==> src/rtl/clk_div_pkg.sv <==
// Shared defaults and helpers for the multi-channel clock divider.
package clk_div_pkg;

    localparam int unsigned DEF_NUM_CH = 2;
    localparam int unsigned DEF_CNT_W  = 31;
    localparam int unsigned DEF_DIV    = 50000000;
    localparam int unsigned DEF_CMP    = DEF_DIV / 2 + 1;

    // Channel-select width, never narrower than one bit.
    function automatic int unsigned ch_width(input int unsigned n);
        return (n > 1) ? $clog2(n) : 1;
    endfunction

endpackage

==> src/rtl/clk_div_multi_if.sv <==
// Run-control, config bus and output bundle of clk_div_multi.
interface clk_div_multi_if
    import clk_div_pkg::*;
#(
    parameter int unsigned NUM_CH = DEF_NUM_CH,
    parameter int unsigned CNT_W  = DEF_CNT_W
);

    localparam int unsigned CH_W = ch_width(NUM_CH);

    logic [NUM_CH-1:0] en;
    logic              sync;
    logic              cfg_we;
    logic [CH_W-1:0]   cfg_ch;
    logic [CNT_W-1:0]  cfg_div;
    logic [CNT_W-1:0]  cfg_cmp;
    logic [NUM_CH-1:0] q;
    logic [NUM_CH-1:0] tick;
    logic [NUM_CH-1:0] pend;

    modport master (
        output en, sync, cfg_we, cfg_ch, cfg_div, cfg_cmp,
        input  q, tick, pend
    );

    modport slave (
        input  en, sync, cfg_we, cfg_ch, cfg_div, cfg_cmp,
        output q, tick, pend
    );

endinterface

==> src/rtl/clk_div_channel.sv <==
// One divider channel: counter, shadow/active period+threshold, registered q/tick/pend.
module clk_div_channel
    import clk_div_pkg::*;
#(
    parameter int unsigned CNT_W   = DEF_CNT_W,
    parameter int unsigned DIV_DEF = DEF_DIV,
    parameter int unsigned CMP_DEF = DEF_CMP
) (
    input  logic             clk,
    input  logic             rst,
    input  logic             en,
    input  logic             sync,
    input  logic             wr,
    input  logic [CNT_W-1:0] wr_div,
    input  logic [CNT_W-1:0] wr_cmp,
    output logic             q,
    output logic             tick,
    output logic             pend
);

    localparam logic [CNT_W-1:0] DIV_RST = CNT_W'(DIV_DEF);
    localparam logic [CNT_W-1:0] CMP_RST = CNT_W'(CMP_DEF);

    logic [CNT_W-1:0] cnt, cnt_n;
    logic [CNT_W-1:0] div_act, div_act_n, cmp_act, cmp_act_n;
    logic [CNT_W-1:0] div_sh, div_sh_n, cmp_sh, cmp_sh_n;
    logic             pend_n, q_n, tick_n;
    logic             pend_eff, restart, load;

    // A write in the restart cycle is forwarded straight into the active set,
    // and q/tick are computed from next-state so they line up with cnt.
    always_comb begin
        div_sh_n  = wr ? wr_div : div_sh;
        cmp_sh_n  = wr ? wr_cmp : cmp_sh;
        pend_eff  = wr | pend;
        restart   = !en || sync || (cnt == div_act);
        load      = restart && pend_eff;
        div_act_n = load ? div_sh_n : div_act;
        cmp_act_n = load ? cmp_sh_n : cmp_act;
        pend_n    = pend_eff && !load;
        cnt_n     = restart ? '0 : cnt + CNT_W'(1);
        tick_n    = en && (cnt_n == div_act_n);
        q_n       = en && (cnt_n >= cmp_act_n);
    end

    always_ff @(posedge clk) begin
        if (rst) begin
            cnt     <= '0;
            div_act <= DIV_RST;
            div_sh  <= DIV_RST;
            cmp_act <= CMP_RST;
            cmp_sh  <= CMP_RST;
            pend    <= 1'b0;
            q       <= 1'b0;
            tick    <= 1'b0;
        end else begin
            cnt     <= cnt_n;
            div_act <= div_act_n;
            div_sh  <= div_sh_n;
            cmp_act <= cmp_act_n;
            cmp_sh  <= cmp_sh_n;
            pend    <= pend_n;
            q       <= q_n;
            tick    <= tick_n;
        end
    end

endmodule

==> src/rtl/clk_div_multi.sv <==
// Multi-channel clock divider / tick generator; decodes the shared config bus per channel.
module clk_div_multi
    import clk_div_pkg::*;
#(
    parameter int unsigned NUM_CH  = DEF_NUM_CH,
    parameter int unsigned CNT_W   = DEF_CNT_W,
    parameter int unsigned DIV_DEF = DEF_DIV,
    parameter int unsigned CMP_DEF = DIV_DEF / 2 + 1
) (
    input  logic            clk,
    input  logic            rst,
    clk_div_multi_if.slave  bus
);

    logic [NUM_CH-1:0] wr;
    logic [NUM_CH-1:0] q_w, tick_w, pend_w;

    // Out-of-range channel numbers match no entry and are dropped.
    always_comb begin
        wr = '0;
        if (bus.cfg_we) begin
            for (int unsigned i = 0; i < NUM_CH; i++) begin
                if (32'(bus.cfg_ch) == i) begin
                    wr[i] = 1'b1;
                end
            end
        end
    end

    for (genvar i = 0; i < NUM_CH; i++) begin : g_ch
        clk_div_channel #(
            .CNT_W   (CNT_W),
            .DIV_DEF (DIV_DEF),
            .CMP_DEF (CMP_DEF)
        ) u_ch (
            .clk    (clk),
            .rst    (rst),
            .en     (bus.en[i]),
            .sync   (bus.sync),
            .wr     (wr[i]),
            .wr_div (bus.cfg_div),
            .wr_cmp (bus.cfg_cmp),
            .q      (q_w[i]),
            .tick   (tick_w[i]),
            .pend   (pend_w[i])
        );
    end

    assign bus.q    = q_w;
    assign bus.tick = tick_w;
    assign bus.pend = pend_w;

endmodule

==> src/flat_wrapper.sv <==
// flat-port wrapper written by rule: the top's interface ports become plain ports
module clk_div_multi_flat import clk_div_pkg::*;
#(
    parameter int unsigned NUM_CH  = DEF_NUM_CH,
    parameter int unsigned CNT_W   = DEF_CNT_W,
    parameter int unsigned DIV_DEF = DEF_DIV,
    parameter int unsigned CMP_DEF = DIV_DEF / 2 + 1
)
  (clk, rst, bus_en, bus_sync, bus_cfg_we, bus_cfg_ch, bus_cfg_div, bus_cfg_cmp, bus_q, bus_tick, bus_pend);
  clk_div_multi_if #(.NUM_CH(NUM_CH), .CNT_W(CNT_W)) bus_i ();
  input  logic clk;
  input  logic rst;
  input wire logic [$bits(bus_i.en)-1:0] bus_en;
  input wire logic [$bits(bus_i.sync)-1:0] bus_sync;
  input wire logic [$bits(bus_i.cfg_we)-1:0] bus_cfg_we;
  input wire logic [$bits(bus_i.cfg_ch)-1:0] bus_cfg_ch;
  input wire logic [$bits(bus_i.cfg_div)-1:0] bus_cfg_div;
  input wire logic [$bits(bus_i.cfg_cmp)-1:0] bus_cfg_cmp;
  output wire logic [$bits(bus_i.q)-1:0] bus_q;
  output wire logic [$bits(bus_i.tick)-1:0] bus_tick;
  output wire logic [$bits(bus_i.pend)-1:0] bus_pend;
  assign bus_i.en = bus_en;
  assign bus_i.sync = bus_sync;
  assign bus_i.cfg_we = bus_cfg_we;
  assign bus_i.cfg_ch = bus_cfg_ch;
  assign bus_i.cfg_div = bus_cfg_div;
  assign bus_i.cfg_cmp = bus_cfg_cmp;
  assign bus_q = bus_i.q;
  assign bus_tick = bus_i.tick;
  assign bus_pend = bus_i.pend;
  clk_div_multi #(.NUM_CH(NUM_CH), .CNT_W(CNT_W), .DIV_DEF(DIV_DEF), .CMP_DEF(CMP_DEF)) u_core (.clk(clk), .rst(rst), .bus(bus_i));
endmodule
==> config.mk <==
export PLATFORM = sky130hd
export DESIGN_NAME = clk_div_multi_flat
export DESIGN_NICKNAME = d
export VERILOG_FILES = /design/src/rtl/clk_div_pkg.sv /design/src/rtl/clk_div_multi_if.sv /design/src/rtl/clk_div_channel.sv /design/src/rtl/clk_div_multi.sv /design/src/flat_wrapper.sv
export SDC_FILE = /design/constraint.sdc
export NUM_CORES = 1
export LEC_CHECK = 0
export CAP_MARGIN = 20
export CORE_ASPECT_RATIO = 1.2
export CORE_MARGIN = 2
export CORE_UTILIZATION = 50
export DETAILED_ROUTE_END_ITERATION = 12
export GPL_TIMING_DRIVEN = 0
export PLACE_DENSITY = 0.68
export RECOVER_POWER = 100
export SETUP_SLACK_MARGIN = 0.05
export SKIP_LAST_GASP = 1
export SYNTH_ARGS = -nofsm -noshare
export SYNTH_HDL_FRONTEND = slang
export SYNTH_SLANG_ARGS = --single-unit
==> constraint.sdc <==
create_clock -name clk -period 11.3 [get_ports clk]
set_clock_uncertainty 0.15 [all_clocks]
set_input_delay 1.695 -clock clk [delete_from_list [all_inputs] [get_ports clk]]
set_output_delay 1.695 -clock clk [all_outputs]
set_load 0.01 [all_outputs]
==> reports/qor.yml <==
status: "finished clean"
cts_resized: 0
layout_common_cells: "nor2_1, dfxtp_1, a21oi_1"
slew_headroom_pct: 7.51
clockBufferDepth: 3
finalCritPeriodShare_pct: 59.5
vias: 14326
drt_iter0_drc: 1193
netlist_area_mm2: 0.0159
worstReg2RegStart: "u_core.g_ch[0].u_ch.div_act[4]$_SDFF_PP0_"
fp.dieArea_mm2: 0.0332
clock-sinks: 316
dp.cells: 2340
detail_route.wl_per_cell_um: 23.5
dr_wl_met2_mm: 27.2
period_needed_ps: 6720
clock_latency_ps: 540
setup.worst_path.start_class: "primary input"
antenna_found_initial: 1
synthCells: 1866
fin_util_pct: 57.9
fin_cells: 2398
tightest_slew_ps: 1370
crit_slowest_cell: "clkbuf_1"
post_cts_buffers: 0
yosysSeqAreaShare_pct: 39.8
setup_viol: 0
avgSynthCellArea_um2: 8.52
ff2ff_setup_slack_ps: 5040
die_w_um: 167
synthArstFlopShare_pct: 0
yosysWarnings: 0
dr_wl_met3_mm: 2.71
drc: 0
hold_buffers: 0
startpoint: "bus_cfg_we"
worstRegToRegCells: 18
viasPerCell: 5.97
grt_max_degree: 16
clk_pin_slew_ps: 60
fin_area_mm2: 0.0182
cts_made_buffers: 35
io-pin-count: 75
grt_overflow: 0
synth_seq_cells: 316
fin_tns_setup_ps: 0
area_growth_pct: 14.3
track_usage_pct: 33.4
irDropWorstVdd_uv: 101
dpl.hpwl_mm: 44.7
setup_ws_ps: 4580
fmax_mhz: 149
critPathMaxFanout: 10
ys_types: 75
grt_pass1_wl_mm: 84.1
synth_edf_count: 0
fill_cells: 2963
timing.final.hold_violations: 0
finalWeightedCongestion: 1.03
wirelength_mm: 56.3
port-buffer-count: 73
coreArea_mm2: 0.0314
top_layer: "met4"
fin_nets: 2109
endpoint_kind: "register"
htree_levels: 2
dp_slack_ps: 4370
final_common_cell: "nor2_1"
m1WireLength_mm: 21.9
dr.pass1.iters: 5
slew_violations: 0
seq_area_mm2: 0.00633
postRouteAntennaNets: 0
critPathCapture: "u_core.g_ch[0].u_ch.q$_SDFF_PP0_"
drive_gt1_share_pct: 4.21
die_h_um: 199
ys.flop_type: "dfxtp_1"
rows: 71
cts_tree: "yes"
rsz0062_at_grt: "no"
critical_path_required_ps: 11570
fin_total_pwr_mw: 2.62
power_leakage_nw: 7.10
holdWs_ps: 304
synth_nets: 1999
hold_path_class: "register to register"
worstHoldStart: "u_core.g_ch[1].u_ch.div_sh[4]$_SDFF_PP0_"
max_stage_delay_ps: 650
dpl_cell_area_mm2: 0.0171
critPathKind: "primary input to register"
drv_cap: 0
p_per_area_mw_per_mm2: 144
initial_core_util_pct: 50.7
multi_input_comb_area_mm2: 0.00898
arrival_ps: 6990
n_antenna_cell: 0
root_buffer: "clkbuf_16"
rr_endpoint: "u_core.g_ch[0].u_ch.q$_SDFF_PP0_"
cp_cell_sequence: "dlygate4sd3_1 > nor2b_1 > clkbuf_1 > clkbuf_1 > clkbuf_1 > clkbuf_1 > mux2i_1 > nor2_1 > a21oi_1 > ha_1 > nor2b_1 > o21a_1 > o21a_1 > o21a_1 > o21ai_0 > a21boi_0 > o21ai_0 > a31oi_1 > o21a_1"
first_global_vias: 13965
[flip-flops by register name, indices dropped and copies added, names as in the netlist]
| name | flops |
|---|---|
| u_core.g_ch.u_ch.cmp_act | 62 |
| u_core.g_ch.u_ch.cmp_sh | 62 |
| u_core.g_ch.u_ch.cnt | 62 |
| u_core.g_ch.u_ch.div_act | 62 |
| u_core.g_ch.u_ch.div_sh | 62 |
| u_core.g_ch.u_ch.pend | 2 |
| u_core.g_ch.u_ch.q | 2 |
| u_core.g_ch.u_ch.tick | 2 |
[report_power, final]
group / total, mW / internal, mW / switching [mW]
Sequential: 1.20 / 1.16 / 0.0350
Clock: 1.11 / 0.635 / 0.477
Combinational: 0.312 / 0.120 / 0.192
Total: 2.62 / 1.91 / 0.705
[kinds of logic (layout without fill, tap and decap cells)]
logic type / count (synthesis) / after routing / synth area share (%)
adder cells (fa/ha/maj): 64 / 64 / 5.04
AO/OA/AOI/OAI: 337 / 337 / 13.7
AND/OR/NAND/NOR: 769 / 769 / 23.4
XOR/XNOR: 135 / 135 / 7.53
flip-flops: 316 / 316 / 39.8
multiplexers: 110 / 110 / 7.01
buffers and inverters: 135 / 266 / 3.51
[synthesized netlist by cell type (12+ instances only)]
cell	number	share of area (%)
dfxtp_1	316	40
nor2b_1	13	0.51
buf_1	13	0.31
nand2_1	102	2.4
o21ai_0	42	1.3
nand2b_1	80	3.1
nor4_1	37	1.5
ha_1	64	5.0
nand3b_1	12	0.57
nor3_1	50	1.6
o22ai_1	15	0.59
a21oi_1	128	4.0
clkbuf_1	90	2.1
a211oi_1	37	1.7
inv_1	13	0.31
and3_1	12	0.47
a21o_1	22	1.0
mux2i_1	99	6.2
nand4_1	37	1.5
xor2_1	107	5.9
nand3_1	29	0.91
nor2_1	338	8.0
xnor2_1	27	1.5
[worst min-delay path by stage]
stage,slack [ps],cells past startpoint,to
3_5_place_dp,290,2,u_core.g_ch[1].u_ch.div_sh[9]$_SDFF_PP0_
2_1_floorplan,280,2,u_core.g_ch[1].u_ch.div_sh[1]$_SDFF_PP0_
5_1_grt,320,2,u_core.g_ch[1].u_ch.div_sh[2]$_SDFF_PP0_
6_report,300,2,u_core.g_ch[1].u_ch.div_sh[4]$_SDFF_PP0_
4_1_cts,300,2,u_core.g_ch[1].u_ch.div_sh[9]$_SDFF_PP0_
3_3_place_gp,290,2,u_core.g_ch[1].u_ch.div_sh[9]$_SDFF_PP0_
[area by class of cell]
type / instances / share of cell area, %
Timing Repair Buffer: 73 / 4.02
Clock buffer: 47 / 5.40
Sequential cell: 316 / 34.8
Clock inverter: 11 / 0.572
Inverter: 13 / 0.269
Buffer: 122 / 2.71
Tap cell: 401 / 2.76
Multi-Input combinational cell: 1415 / 49.4
[critical path: cells and delay by family]
kind	cells	cell delay [ps]
adders and majority gates	1	300
and+or+nand+nor	3	330
muxes	1	310
AOI/OAI and AO/OA	9	1480
buffers and inverters	5	2840
[metal layers]
metal | track usage [%] | vias to the layer above
met4 | 23.0 | 0
met5 | 0 | -
li1 | - | 6745
met1 | 37.6 | 6836
met3 | 4.08 | 202
met2 | 59.1 | 543
Power figures use the tool's default switching activity.
